## config.mk

```make
export PLATFORM = sky130hd
export DESIGN_NAME = pattern_stim_sched_flat
export DESIGN_NICKNAME = d
export VERILOG_FILES = /design/src/rtl/pattern_stim_sched_if.sv /design/src/rtl/pattern_stim_sched.sv /design/src/flat_wrapper.sv
export SDC_FILE = /design/constraint.sdc
export NUM_CORES = 1
export LEC_CHECK = 0
export BUFFER_PORTS_ARGS = -buffer_cell sky130_fd_sc_hd__buf_4
export CELL_PAD_IN_SITES_DETAIL_PLACEMENT = 0
export CELL_PAD_IN_SITES_GLOBAL_PLACEMENT = 1
export CORE_AREA = 2 2 129 131
export CTS_BUF_LIST = sky130_fd_sc_hd__clkbuf_4 sky130_fd_sc_hd__clkbuf_8 sky130_fd_sc_hd__clkbuf_16
export DETAILED_ROUTE_END_ITERATION = 7
export DIE_AREA = 0 0 131 133
export GPL_ROUTABILITY_DRIVEN = 0
export GPL_TIMING_DRIVEN = 0
export PLACE_DENSITY = 0.89
export SYNTH_ARGS = -nofsm -noshare
export SYNTH_HDL_FRONTEND = slang
export SYNTH_SLANG_ARGS = --single-unit
```

## constraint.sdc

```tcl
create_clock -name clk -period 6.7 [get_ports clk]
set_input_delay 1.34 -clock clk [delete_from_list [all_inputs] [get_ports clk]]
set_output_delay 1.34 -clock clk [all_outputs]
set_load 0.1 [all_outputs]
```

## src/rtl/pattern_stim_sched_if.sv

```systemverilog
// Handshake/bus bundle between a stimulus controller and the pattern scheduler.
interface pattern_stim_sched_if #(parameter int DWELL_W = 8);
  logic               start;
  logic               abort;
  logic               load_en;
  logic [3:0]         load_addr;
  logic [DWELL_W+1:0] load_data;
  logic               match_in;
  logic               i2;
  logic               i1;
  logic [3:0]         step_idx;
  logic               busy;
  logic               done;
  logic               pass;
  logic               fail;

  modport master (
    output start, abort, load_en, load_addr, load_data, match_in,
    input  i2, i1, step_idx, busy, done, pass, fail
  );
  modport slave (
    input  start, abort, load_en, load_addr, load_data, match_in,
    output i2, i1, step_idx, busy, done, pass, fail
  );
endinterface

```

## src/rtl/pattern_stim_sched.sv

```systemverilog
// Plays a loadable {i2,i1,dwell} table into a sequence detector, then grades
// the detector's match flag as pass (in the window) or fail (early or timeout).
module pattern_stim_sched #(
  parameter int NUM_STEPS = 11,
  parameter int DWELL_W   = 8,
  parameter int TIMEOUT   = 16
) (
  input logic clk,
  input logic reset,
  pattern_stim_sched_if.slave bus
);
  typedef enum logic [1:0] {IDLE, DRIVE, WAIT_MATCH, DONE} state_t;

  localparam int             EW      = DWELL_W + 2;
  localparam logic [4:0]     NS      = 5'(NUM_STEPS);
  localparam logic [3:0]     LAST    = 4'(NUM_STEPS - 1);
  localparam logic [7:0]     TO_LAST = 8'(TIMEOUT - 1);

  state_t              state;
  // Sixteen slots so the 4-bit index is always in range; only the first
  // NUM_STEPS are ever written, the rest stay at their reset value.
  logic [15:0][EW-1:0] tbl;
  logic [DWELL_W-1:0]  dwell_cnt;
  logic [7:0]          to_cnt;
  logic [EW-1:0]       cur, nxt;
  logic                idle_like;
  logic                i2_r, i1_r, busy_r, done_r, pass_r, fail_r;
  logic [3:0]          step_r;

  assign idle_like = (state == IDLE) || (state == DONE);
  assign cur       = tbl[step_r];
  assign nxt       = tbl[step_r + 4'd1];

  always_ff @(posedge clk) begin
    if (reset) begin
      state     <= IDLE;
      tbl       <= '0;
      dwell_cnt <= '0;
      to_cnt    <= '0;
      i2_r      <= 1'b0;
      i1_r      <= 1'b0;
      step_r    <= '0;
      busy_r    <= 1'b0;
      done_r    <= 1'b0;
      pass_r    <= 1'b0;
      fail_r    <= 1'b0;
    end else begin
      if (bus.load_en && idle_like && ({1'b0, bus.load_addr} < NS))
        tbl[bus.load_addr] <= bus.load_data;

      if (bus.abort) begin
        state     <= IDLE;
        dwell_cnt <= '0;
        to_cnt    <= '0;
        i2_r      <= 1'b0;
        i1_r      <= 1'b0;
        step_r    <= '0;
        busy_r    <= 1'b0;
        done_r    <= 1'b0;
        pass_r    <= 1'b0;
        fail_r    <= 1'b0;
      end else begin
        case (state)
          IDLE, DONE: begin
            if (bus.start) begin
              state     <= DRIVE;
              step_r    <= '0;
              dwell_cnt <= '0;
              i2_r      <= tbl[0][EW-1];
              i1_r      <= tbl[0][EW-2];
              busy_r    <= 1'b1;
              done_r    <= 1'b0;
              pass_r    <= 1'b0;
              fail_r    <= 1'b0;
            end
          end
          DRIVE: begin
            // An early match wins over the step boundary, including the final cycle.
            if (bus.match_in) begin
              state  <= DONE;
              busy_r <= 1'b0;
              done_r <= 1'b1;
              fail_r <= 1'b1;
              pass_r <= 1'b0;
              i2_r   <= 1'b0;
              i1_r   <= 1'b0;
            end else if (dwell_cnt == cur[DWELL_W-1:0]) begin
              dwell_cnt <= '0;
              if (step_r == LAST) begin
                state  <= WAIT_MATCH;
                to_cnt <= '0;
              end else begin
                step_r <= step_r + 4'd1;
                i2_r   <= nxt[EW-1];
                i1_r   <= nxt[EW-2];
              end
            end else begin
              dwell_cnt <= dwell_cnt + 1'b1;
            end
          end
          WAIT_MATCH: begin
            if (bus.match_in || (to_cnt == TO_LAST)) begin
              state  <= DONE;
              busy_r <= 1'b0;
              done_r <= 1'b1;
              pass_r <= bus.match_in;
              fail_r <= ~bus.match_in;
              i2_r   <= 1'b0;
              i1_r   <= 1'b0;
            end else begin
              to_cnt <= to_cnt + 8'd1;
            end
          end
          default: state <= IDLE;
        endcase
      end
    end
  end

  assign bus.i2       = i2_r;
  assign bus.i1       = i1_r;
  assign bus.step_idx = step_r;
  assign bus.busy     = busy_r;
  assign bus.done     = done_r;
  assign bus.pass     = pass_r;
  assign bus.fail     = fail_r;
endmodule
```

## src/flat_wrapper.sv

```systemverilog
// flat-port wrapper written by rule: the top's interface ports become plain ports
module pattern_stim_sched_flat 
#(
  parameter int NUM_STEPS = 11,
  parameter int DWELL_W   = 8,
  parameter int TIMEOUT   = 16
)
  (clk, reset, bus_start, bus_abort, bus_load_en, bus_load_addr, bus_load_data, bus_match_in, bus_i2, bus_i1, bus_step_idx, bus_busy, bus_done, bus_pass, bus_fail);
  pattern_stim_sched_if #(.DWELL_W(DWELL_W)) bus_i ();
  input logic clk;
  input logic reset;
  input wire logic [$bits(bus_i.start)-1:0] bus_start;
  input wire logic [$bits(bus_i.abort)-1:0] bus_abort;
  input wire logic [$bits(bus_i.load_en)-1:0] bus_load_en;
  input wire logic [$bits(bus_i.load_addr)-1:0] bus_load_addr;
  input wire logic [$bits(bus_i.load_data)-1:0] bus_load_data;
  input wire logic [$bits(bus_i.match_in)-1:0] bus_match_in;
  output wire logic [$bits(bus_i.i2)-1:0] bus_i2;
  output wire logic [$bits(bus_i.i1)-1:0] bus_i1;
  output wire logic [$bits(bus_i.step_idx)-1:0] bus_step_idx;
  output wire logic [$bits(bus_i.busy)-1:0] bus_busy;
  output wire logic [$bits(bus_i.done)-1:0] bus_done;
  output wire logic [$bits(bus_i.pass)-1:0] bus_pass;
  output wire logic [$bits(bus_i.fail)-1:0] bus_fail;
  assign bus_i.start = bus_start;
  assign bus_i.abort = bus_abort;
  assign bus_i.load_en = bus_load_en;
  assign bus_i.load_addr = bus_load_addr;
  assign bus_i.load_data = bus_load_data;
  assign bus_i.match_in = bus_match_in;
  assign bus_i2 = bus_i.i2;
  assign bus_i1 = bus_i.i1;
  assign bus_step_idx = bus_i.step_idx;
  assign bus_busy = bus_i.busy;
  assign bus_done = bus_i.done;
  assign bus_pass = bus_i.pass;
  assign bus_fail = bus_i.fail;
  pattern_stim_sched #(.NUM_STEPS(NUM_STEPS), .DWELL_W(DWELL_W), .TIMEOUT(TIMEOUT)) u_core (.clk(clk), .reset(reset), .bus(bus_i));
endmodule
```

==> results.yml, run 1 <==
global_route:
  grt-ovfl-total: 0
  grt_pass1_wl_um: 32900
  grt_pass1_vias: 5777
  grt_usage_pct: 25.3
  antenna_found_initial: 0
  grt_max_degree: 19
route:
  drt_iter0_markers: 496
  first_pass_iters: 5
  wl_per_cell_um: 19.4
  routed_wl_um: 20800
  drc: 0
  via_per_inst: 5.57
  vias: 5996
  antenna_left: 0
cells_and_area:
  final_cell_mix: "dfxtp_1, nor2_1, mux2i_1"
  instances_no_fill: 1076
  final_common_cell: "dfxtp_1"
  fin_util_pct: 58.3
  synthToLayoutAreaGrowth_pct: 13.6
  finalNetCount: 869
  drive_gt1_share_pct: 12.5
  fillers: 1382
  n_antenna_cell: 0
timing:
  rsz0062_at_grt: "no"
  worstMarginPinSlew_ps: 1460
  final.setup_skew_ps: 8.06
  setup_viol: 0
  fmax_mhz: 237
  fin_crit_sh_pct: 63.0
  finalSetupTns_ps: 0
  min_period_ps: 4220
  hold_viol: 0
  slew_headroom_pct: 2.21
  drv_slew: 0
critical_path:
  arrival_ps: 4550
  crit_fanout: 10
  critPathKind: "reg2reg"
  end_kind: "flop"
  start_kind: "flop"
  cp.required_ps: 7030
logic_synthesis:
  syn_area_per_cell_um2: 10.5
  ys_seq_elements: 188
  synth-edff-count: 0
  synth-seq-area-share_pct: 45.3
  synth.distinct_cells: 58
  synth-main-ff-cell: "dfxtp_1"
  synthTopCellsByArea: "dfxtp_1, mux2i_1, mux4_1, nor2_1, mux4_2"
  synthCells: 795
  synthArstFlopShare_pct: 0
  synth_top_area_share_pct: 45.3
  yosys_warnings: 0
  synth_nets: 821
  syn_area_um2: 8310
  yosys.area.top_type: "dfxtp_1"
clock_network:
  clk_pin_slew_ps: 70
  clkSinkCount: 188
  numCtsBuffers: 17
  cts.repair.resized: 0
  htree_num_levels: 4
  cts_buffer_depth: 2
  cts_hold_buf: 0
  cts_setup_buffers: 0
  cts_tree: "yes"
  clk_latency_ps: 450
  cts_root_buf: "clkbuf_16"
die:
  die-area_um2: 17400
  core_area_um2: 16200
  die_x_um: 131
  die_h_um: 133
  fp-row-count: 47
  start_util_pct: 51.4
  io_pins: 30
worst_hold_path:
  hold_path_class: "reg2reg"
placed_design:
  placed_cells: 1044
  dp_hpwl_um: 14000
  port_buffers: 27
outcome:
  outcome: "finished clean"
power:
  ir_worst_vdd_uv: 200
  p_leak_uw: 0.00377
  pwr_density_cell_nw_per_um2: 247
flow_run:
  maxCapViolCount: 0
[path summary, 6_finish.rpt]
path | startpoint | end | slack [ps] | cells after the start
worst max-delay path | u_core.bus.step_idx[2] | u_core.to_cnt[2] | 2480 | 11
worst min-delay path | u_core.tbl[35] | u_core.tbl[35] | 450 | 2
worst max register to register | u_core.bus.step_idx[2] | u_core.to_cnt[2] | 2480 | 11
worst min register to register | u_core.tbl[35] | u_core.tbl[35] | 450 | 2
[registers in the layout, indices dropped and copies added (netlist names)]
register and flops:
u_core.bus.fail 1, u_core.bus.i2 1, u_core.dwell_cnt 8, u_core.to_cnt 8, u_core.bus.pass 1, u_core.tbl 160, u_core.bus.step_idx 4, u_core.state 2
u_core.bus.i1 1, u_core.bus.busy 1, u_core.bus.done 1
[stage by stage]
stage	instance area, µm²	worst slack, ps	hold WS, ps	power (µW)
2_1_floorplan	8310	2850	429	1250
3_3_place_gp	8790	2500	441	1300
5_1_grt	9430	2310	467	2400
3_5_place_dp	8820	2510	442	1300
6_report	9430	2480	453	2330
4_1_cts	9430	2500	452	2340
[synthesized netlist by cell type (2+ instances only)]
library cell,instances
xor2_1,9
mux4_1,22
a211oi_1,2
nand4_1,5
xnor2_1,7
nor3_1,5
nand2b_1,6
or3_1,4
nor3b_1,3
a31oi_1,8
clkbuf_8,8
o21ai_0,11
dfxtp_1,188
clkbuf_1,41
inv_1,7
nor2b_1,55
nand2_1,54
a22oi_1,8
mux2i_1,110
nor2_1,127
a2bb2oi_1,2
mux4_2,16
ha_1,6
or2_2,3
buf_12,2
o32ai_1,2
o221a_2,4
a21oi_1,28
nand3_1,22
and4_1,2
[report_power, final]
| group | internal, µW | total (µW) | switching (µW) |
|---|---|---|---|
| clock network | 576 | 1060 | 483 |
| logic | 45.4 | 142 | 96.3 |
| registers | 1130 | 1130 | 5.40 |
[cell type report]
class,count,area (µm²),share of cell area (%)
Sequential cell,188,3760,39.9
Tap cell,220,275,2.92
Buffer,56,343,3.63
Clock inverter,14,175,1.86
Clock buffer,18,439,4.66
Inverter,7,26.3,0.279
Timing Repair Buffer,29,225,2.39
Multi-Input combinational cell,544,4190,44.4
[critical path, cell delays in order (launching register included)]
cell and delay (ps):
dfxtp_1 660, clkbuf_8 300, clkbuf_1 620, mux4_1 460, a22oi_1 250, nand3_1 190, xor2_1 210, nor4_4 490
a31oi_1 170, buf_2 220, or2_1 290, o221a_2 240
[routing by layer]
metal	vias to the layer above	wire length [µm]	part of all wire (%)	GRT usage, %
met2	160	10000	48	40.1
met4	0	553	2.7	9.99
met3	36	970	4.7	3.72
li1	2905	-	-	-
met5	-	0	0	0
met1	2895	9270	45	34.8
[logic make-up (layout without fill, tap and decap cells)]
family,Yosys count,count (layout),synth area share [%]
flip-flops,188,188,45.3
multiplexers,150,150,24.9
buffers and inverters,63,124,4.44
AND/OR/NAND/NOR,300,300,17.3
XOR/XNOR,16,16,1.69
AO/OA/AOI/OAI,72,72,5.50
adder cells (fa/ha/maj),6,6,0.904
Power figures use the tool's default switching activity.
==> inputs of run 2 (changes only) <==
Settings changed: ABC_AREA from default to 1, CORE_AREA 2 2 129 131 to 2 2 141 143, DIE_AREA 0 0 131 133 to 0 0 143 145, PLACE_DENSITY 0.89 to 0.85.
Clock period 6.7 ns to 4.1 ns, I/O delays scaled along.
==> run 2 against run 1 <==
Against the previous run:
- highest routed layer unchanged
- critical path type unchanged
- largest cell class is now sequential cells
- routed wire length increased by 19%
- sequential cell count unchanged
- area after synthesis is 2.6% higher
==> results.yml, run 2 <==
global_route:
  grt_max_degree: 17
  grt-ovfl-total: 0
  grt_pass1_wl_um: 39700
  antenna_found_initial: 0
  grt_usage_pct: 24.6
  grt_pass1_vias: 7271
logic_synthesis:
  syn_area_um2: 8530
  ys_seq_elements: 188
  synth-main-ff-cell: "dfxtp_1"
  synth-edff-count: 0
  synthCells: 1236
  synthArstFlopShare_pct: 0
  synth_nets: 1262
  syn_area_per_cell_um2: 6.90
  synth_common_cells: "nand2_1, dfxtp_1, inv_1, nor2_1, o21ai_0"
  yosys_warnings: 0
  synth-seq-area-share_pct: 44.1
  synthTopCellsByArea: "dfxtp_1, o21ai_0, nand2_1, inv_1, a21oi_1"
  synth.distinct_cells: 30
  yosysMostFrequentCell: "nand2_1"
  yosys.area.top_type: "dfxtp_1"
  synth_top_area_share_pct: 44.1
die:
  core_area_um2: 19200
  die_h_um: 145
  die-area_um2: 20700
  die_x_um: 143
  io_pins: 30
  start_util_pct: 44.4
  fp-row-count: 51
power:
  p_leak_uw: 0.00380
  ir_worst_vdd_uv: 314
  pwr_density_cell_nw_per_um2: 418
clock_network:
  cts_tree: "yes"
  clk_latency_ps: 440
  clk_pin_slew_ps: 70
  cts.repair.resized: 0
  cts_root_buf: "clkbuf_16"
  cts_hold_buf: 0
  numCtsBuffers: 17
  cts_buffer_depth: 2
  clkSinkCount: 188
  htree_num_levels: 4
  cts_setup_buffers: 0
timing:
  worstMarginPinSlew_ps: 693
  slew_headroom_pct: 53.8
  min_period_ps: 3260
  finalSetupTns_ps: 0
  hold_viol: 0
  setup_viol: 0
  final.setup_skew_ps: 14.9
  setup_ws_ps: 837
  fin_crit_sh_pct: 79.6
  fmax_mhz: 306
  rsz0062_at_grt: "no"
  drv_slew: 0
route:
  vias: 7936
  via_per_inst: 5.08
  first_pass_iters: 5
  drc: 0
  antenna_left: 0
  routed_wl_um: 24900
  drt_iter0_markers: 578
  wl_per_cell_um: 15.9
cells_and_area:
  reg.largest.list: "u_core.tbl: 160 flops, u_core.dwell_cnt: 8 flops, u_core.to_cnt: 8 flops"
  drive_gt1_share_pct: 7.87
  top_register: "u_core.tbl"
  final_common_cell: "nand2_1"
  n_antenna_cell: 0
  final_cell_mix: "nand2_1, dfxtp_1, inv_1"
  finalNetCount: 1310
  synthToLayoutAreaGrowth_pct: 13.3
  instances_no_fill: 1561
  largest_reg_flops: 160
  fin_util_pct: 50.3
worst_hold_path:
  worstHoldStart: "u_core.tbl[158]"
  hold_path_end: "u_core.tbl[158]"
  hold_depth: 2
  hold_path_class: "reg2reg"
critical_path:
  cp-startpoint: "u_core.bus.step_idx[0]"
  critPathKind: "reg2reg"
  rr_endpoint: "u_core.bus.i1"
  cp.required_ps: 4470
  reg2reg_slack_ps: 840
  arrival_ps: 3630
  start_kind: "flop"
  r2r-start: "u_core.bus.step_idx[0]"
  ff2ff_path_depth: 14
  crit_fanout: 10
  end_kind: "flop"
outcome:
  outcome: "finished clean"
flow_run:
  maxCapViolCount: 0
placed_design:
  placed_cells: 1530
  port_buffers: 29
  dp_hpwl_um: 18300
  dp_slack_ps: 833
-- run 2: cell count changes after synthesis, moves of 55 or more --
cell and delta:
nand2_1 +136, o21ai_0 +132, a21oi_1 +99, nor2b_1 -55, nand3_1 +105, mux2i_1 -110, inv_1 +170
-- run 2: worst max-delay path: stages, from the launching register on --
cell and delay [ps]:
dfxtp_1 480, buf_6 170, inv_2 60, buf_2 220, buf_2 240, ha_1 470
clkbuf_1 400, o21ai_0 150, o21ai_0 270, o21ai_0 140, o21ai_0 190, nand3_1 80
o21ai_0 80, nand3_1 90, a21oi_1 150
-- run 2: cell type report --
type | count | area, µm²
repair buffers | 29 | 218
fillers | 2058 | 9550
well taps | 265 | 332
inverters | 180 | 676
clock inverters | 8 | 86.3
multi-input cells | 791 | 3710
flip-flops and latches | 188 | 3760
clock buffers | 23 | 495
plain buffers | 77 | 378
-- run 2: cells by family (layout without fill, tap and decap cells) --
| kind of cell | count (synthesis) | after routing | synth area share (%) |
|---|---|---|---|
| buffers and inverters | 257 | 317 | 12.4 |
| AO/OA/AOI/OAI | 294 | 294 | 18.1 |
| adder cells (fa/ha/maj) | 6 | 6 | 0.880 |
| flip-flops | 188 | 188 | 44.1 |
| XOR/XNOR | 7 | 7 | 0.719 |
| AND/OR/NAND/NOR | 484 | 484 | 23.8 |
-- run 2: report_power, final --
group | switching, µW | total [µW] | internal [µW]
clock | 721 | 1640 | 915
combinational | 381 | 538 | 157
sequential | 14.0 | 1870 | 1850
total | 1120 | 4040 | 2920
-- run 2: per-layer routing --
layer | global-route usage, % | vias to the layer above | part of all wire [%]
met5 | 0 | - | 0
met4 | 8.47 | 0 | 2.4
met3 | 3.53 | 29 | 4.7
met2 | 37.5 | 197 | 44
met1 | 35.6 | 3659 | 49
li1 | - | 4051 | -
-- run 2: how the worst max path moves through the flow --
stage,to,cells after the start,slack (ps)
after floorplan,u_core.bus.i1,14,1080
after global placement,u_core.bus.i1,14,840
after detailed placement,u_core.bus.i1,14,830
after CTS,u_core.bus.i1,14,820
after global routing,u_core.bus.i1,14,520
final,u_core.bus.i1,14,840
-- run 2: metrics by stage --
step	power (µW)	hold slack (ps)	area [µm²]
after detailed placement	2440	410	9080
after floorplan	2270	400	8530
after global routing	4190	435	9660
after CTS	4060	420	9660
final	4040	421	9660
after global placement	2440	407	9080
==> inputs of run 3 (changes only) <==
Settings changed: CORE_AREA 2 2 141 143 to 2 2 148 150, DIE_AREA 0 0 143 145 to 0 0 150 152, PLACE_DENSITY 0.85 to 0.81.
Clock period 4.1 ns to 2.6 ns, I/O delays scaled along.
==> run 3 against run 2 <==
Against the previous run:
- final cell count grew 1.0%
- critical path depth unchanged
- register-to-register slack lost 710 ps
- via count rose by 1.3%
- worst setup slack worse by 710 ps
- largest cell class unchanged
==> results.yml, run 3 (synthesized netlist as in run 2, its figures left out) <==
outcome:
  outcome: "finished clean"
critical_path:
  reg2reg_slack_ps: 130
  cp.required_ps: 2960
  critPathKind: "reg2reg"
  arrival_ps: 2830
  start_kind: "flop"
  end_kind: "flop"
  crit_fanout: 10
route:
  vias: 8036
  via_per_inst: 5.10
  drt_iter0_markers: 736
  first_pass_iters: 5
  drc: 0
  antenna_left: 0
  routed_wl_um: 25700
  wl_per_cell_um: 16.3
power:
  internal-power_uw: 4590
  p_sw_share_pct: 28.1
  pwr-share-comb_pct: 13.8
  ir_worst_vdd_uv: 444
  p_seq_share_pct: 46.1
  pwr_density_cell_nw_per_um2: 654
  p_leak_uw: 0.00384
  p_switching_uw: 1790
  clkPwrFrac_pct: 40.1
cells_and_area:
  seq_area_um2: 3770
  finalNetCount: 1310
  fillers: 2289
  top_register: "u_core.tbl"
  final_common_cell: "nand2_1"
  drive_gt1_share_pct: 9.25
  reg.largest.list: "u_core.tbl: 160 flops, u_core.dwell_cnt: 8 flops, u_core.to_cnt: 8 flops"
  n_antenna_cell: 0
  synthToLayoutAreaGrowth_pct: 14.6
  final_cell_mix: "nand2_1, dfxtp_1, inv_1"
  multi_input_area_um2: 3750
  largest_reg_flops: 160
  finalInstanceArea_um2: 9770
global_route:
  grt_pass1_wl_um: 40700
  grt-ovfl-total: 0
  antenna_found_initial: 0
  grt_pass1_vias: 7442
  grt_max_degree: 17
  grt_usage_pct: 23.0
die:
  die-area_um2: 22800
  io_pins: 30
  fp-row-count: 54
  die_h_um: 152
  die_x_um: 150
  core_area_um2: 21400
  start_util_pct: 39.9
clock_network:
  numCtsBuffers: 17
  cts_tree: "yes"
  cts_root_buf: "clkbuf_16"
  htree_num_levels: 4
  cts_setup_buffers: 0
  cts_buffer_depth: 2
  clk_pin_slew_ps: 70
  clkSinkCount: 188
  clk_latency_ps: 430
timing:
  fmax_mhz: 404
  finalSetupTns_ps: 0
  worstMarginPinSlew_ps: 744
  final.setup_skew_ps: 11.6
  drv_slew: 0
  fin_crit_sh_pct: 95.1
  rsz0062_at_grt: "yes"
  setup_viol: 0
  min_period_ps: 2470
  hold_viol: 0
  slew_headroom_pct: 50.4
placed_design:
  port_buffers: 29
  dp_hpwl_um: 18500
  dpl-instance-area_um2: 9100
worst_hold_path:
  hold_path_class: "in2reg"
flow_run:
  maxCapViolCount: 0
-- run 3: timing repair --
item                                    in CTS  in global routing
endpoints found under the setup margin      32                 73
hold buffers                                 0                  0
cloned                                       0                  0
pin swaps                                    0                  0
gates resized for setup                     15                 34
hold endpoints to repair                     0                  0
-- run 3: layout make-up --
cell class / instances / share of cell area [%]
Tap cell: 280 / 3.59
Timing Repair Buffer: 29 / 2.23
Multi-Input combinational cell: 791 / 38.4
Sequential cell: 188 / 38.6
Buffer: 77 / 4.43
Clock buffer: 23 / 4.88
Inverter: 180 / 6.94
Clock inverter: 9 / 0.909
-- run 3: final timing paths --
check	start	to	cells after the start
worst min register to register	u_core.tbl[124]	u_core.tbl[124]	2
worst max register to register	u_core.bus.step_idx[0]	u_core.bus.i2	14
worst min-delay path	bus_load_data[0]	u_core.tbl[80]	3
worst max-delay path	u_core.bus.step_idx[0]	u_core.bus.i2	14
-- run 3: through the flow --
step	worst slack [ps]	hold WS [ps]	utilization (%)	power, µW	std cells
2_1_floorplan	76.4	400	-	3580	1236
3_3_place_gp	-561	407	42.6	3850	1545
3_5_place_dp	-575	410	42.6	3860	1545
4_1_cts	-15.5	366	45.5	6400	1577
5_1_grt	-27.8	403	45.8	6630	1577
6_report	128	374	45.8	6390	1577
-- run 3: critical path, stage by stage (launching register included) --
cell and delay [ps]:
dfxtp_4 390, buf_6 130, inv_4 50, buf_12 140
buf_8 150, ha_4 310, clkbuf_4 210, o21ai_0 180
o21ai_1 210, o211ai_1 100, o21ai_1 100, nand3_1 70
o21ai_0 90, nand3_1 100, a21oi_1 160
-- run 3: layer usage --
metal / track usage (%) / vias to the layer above / wire, µm
li1: - / 4059 / -
met1: 33.1 / 3732 / 12400
met2: 34.8 / 208 / 11300
met3: 3.66 / 37 / 1380
met4: 8.09 / 0 / 547
met5: 0 / - / 0
-- run 3: power by group through the flow --
stage	sequential [µW]	clock [µW]	combinational [µW]
detailed placement	3010	0	847
floorplan	3060	0	527
global placement	3010	0	844
global route	2950	2710	970
finish	2940	2560	882
CTS	2940	2590	860
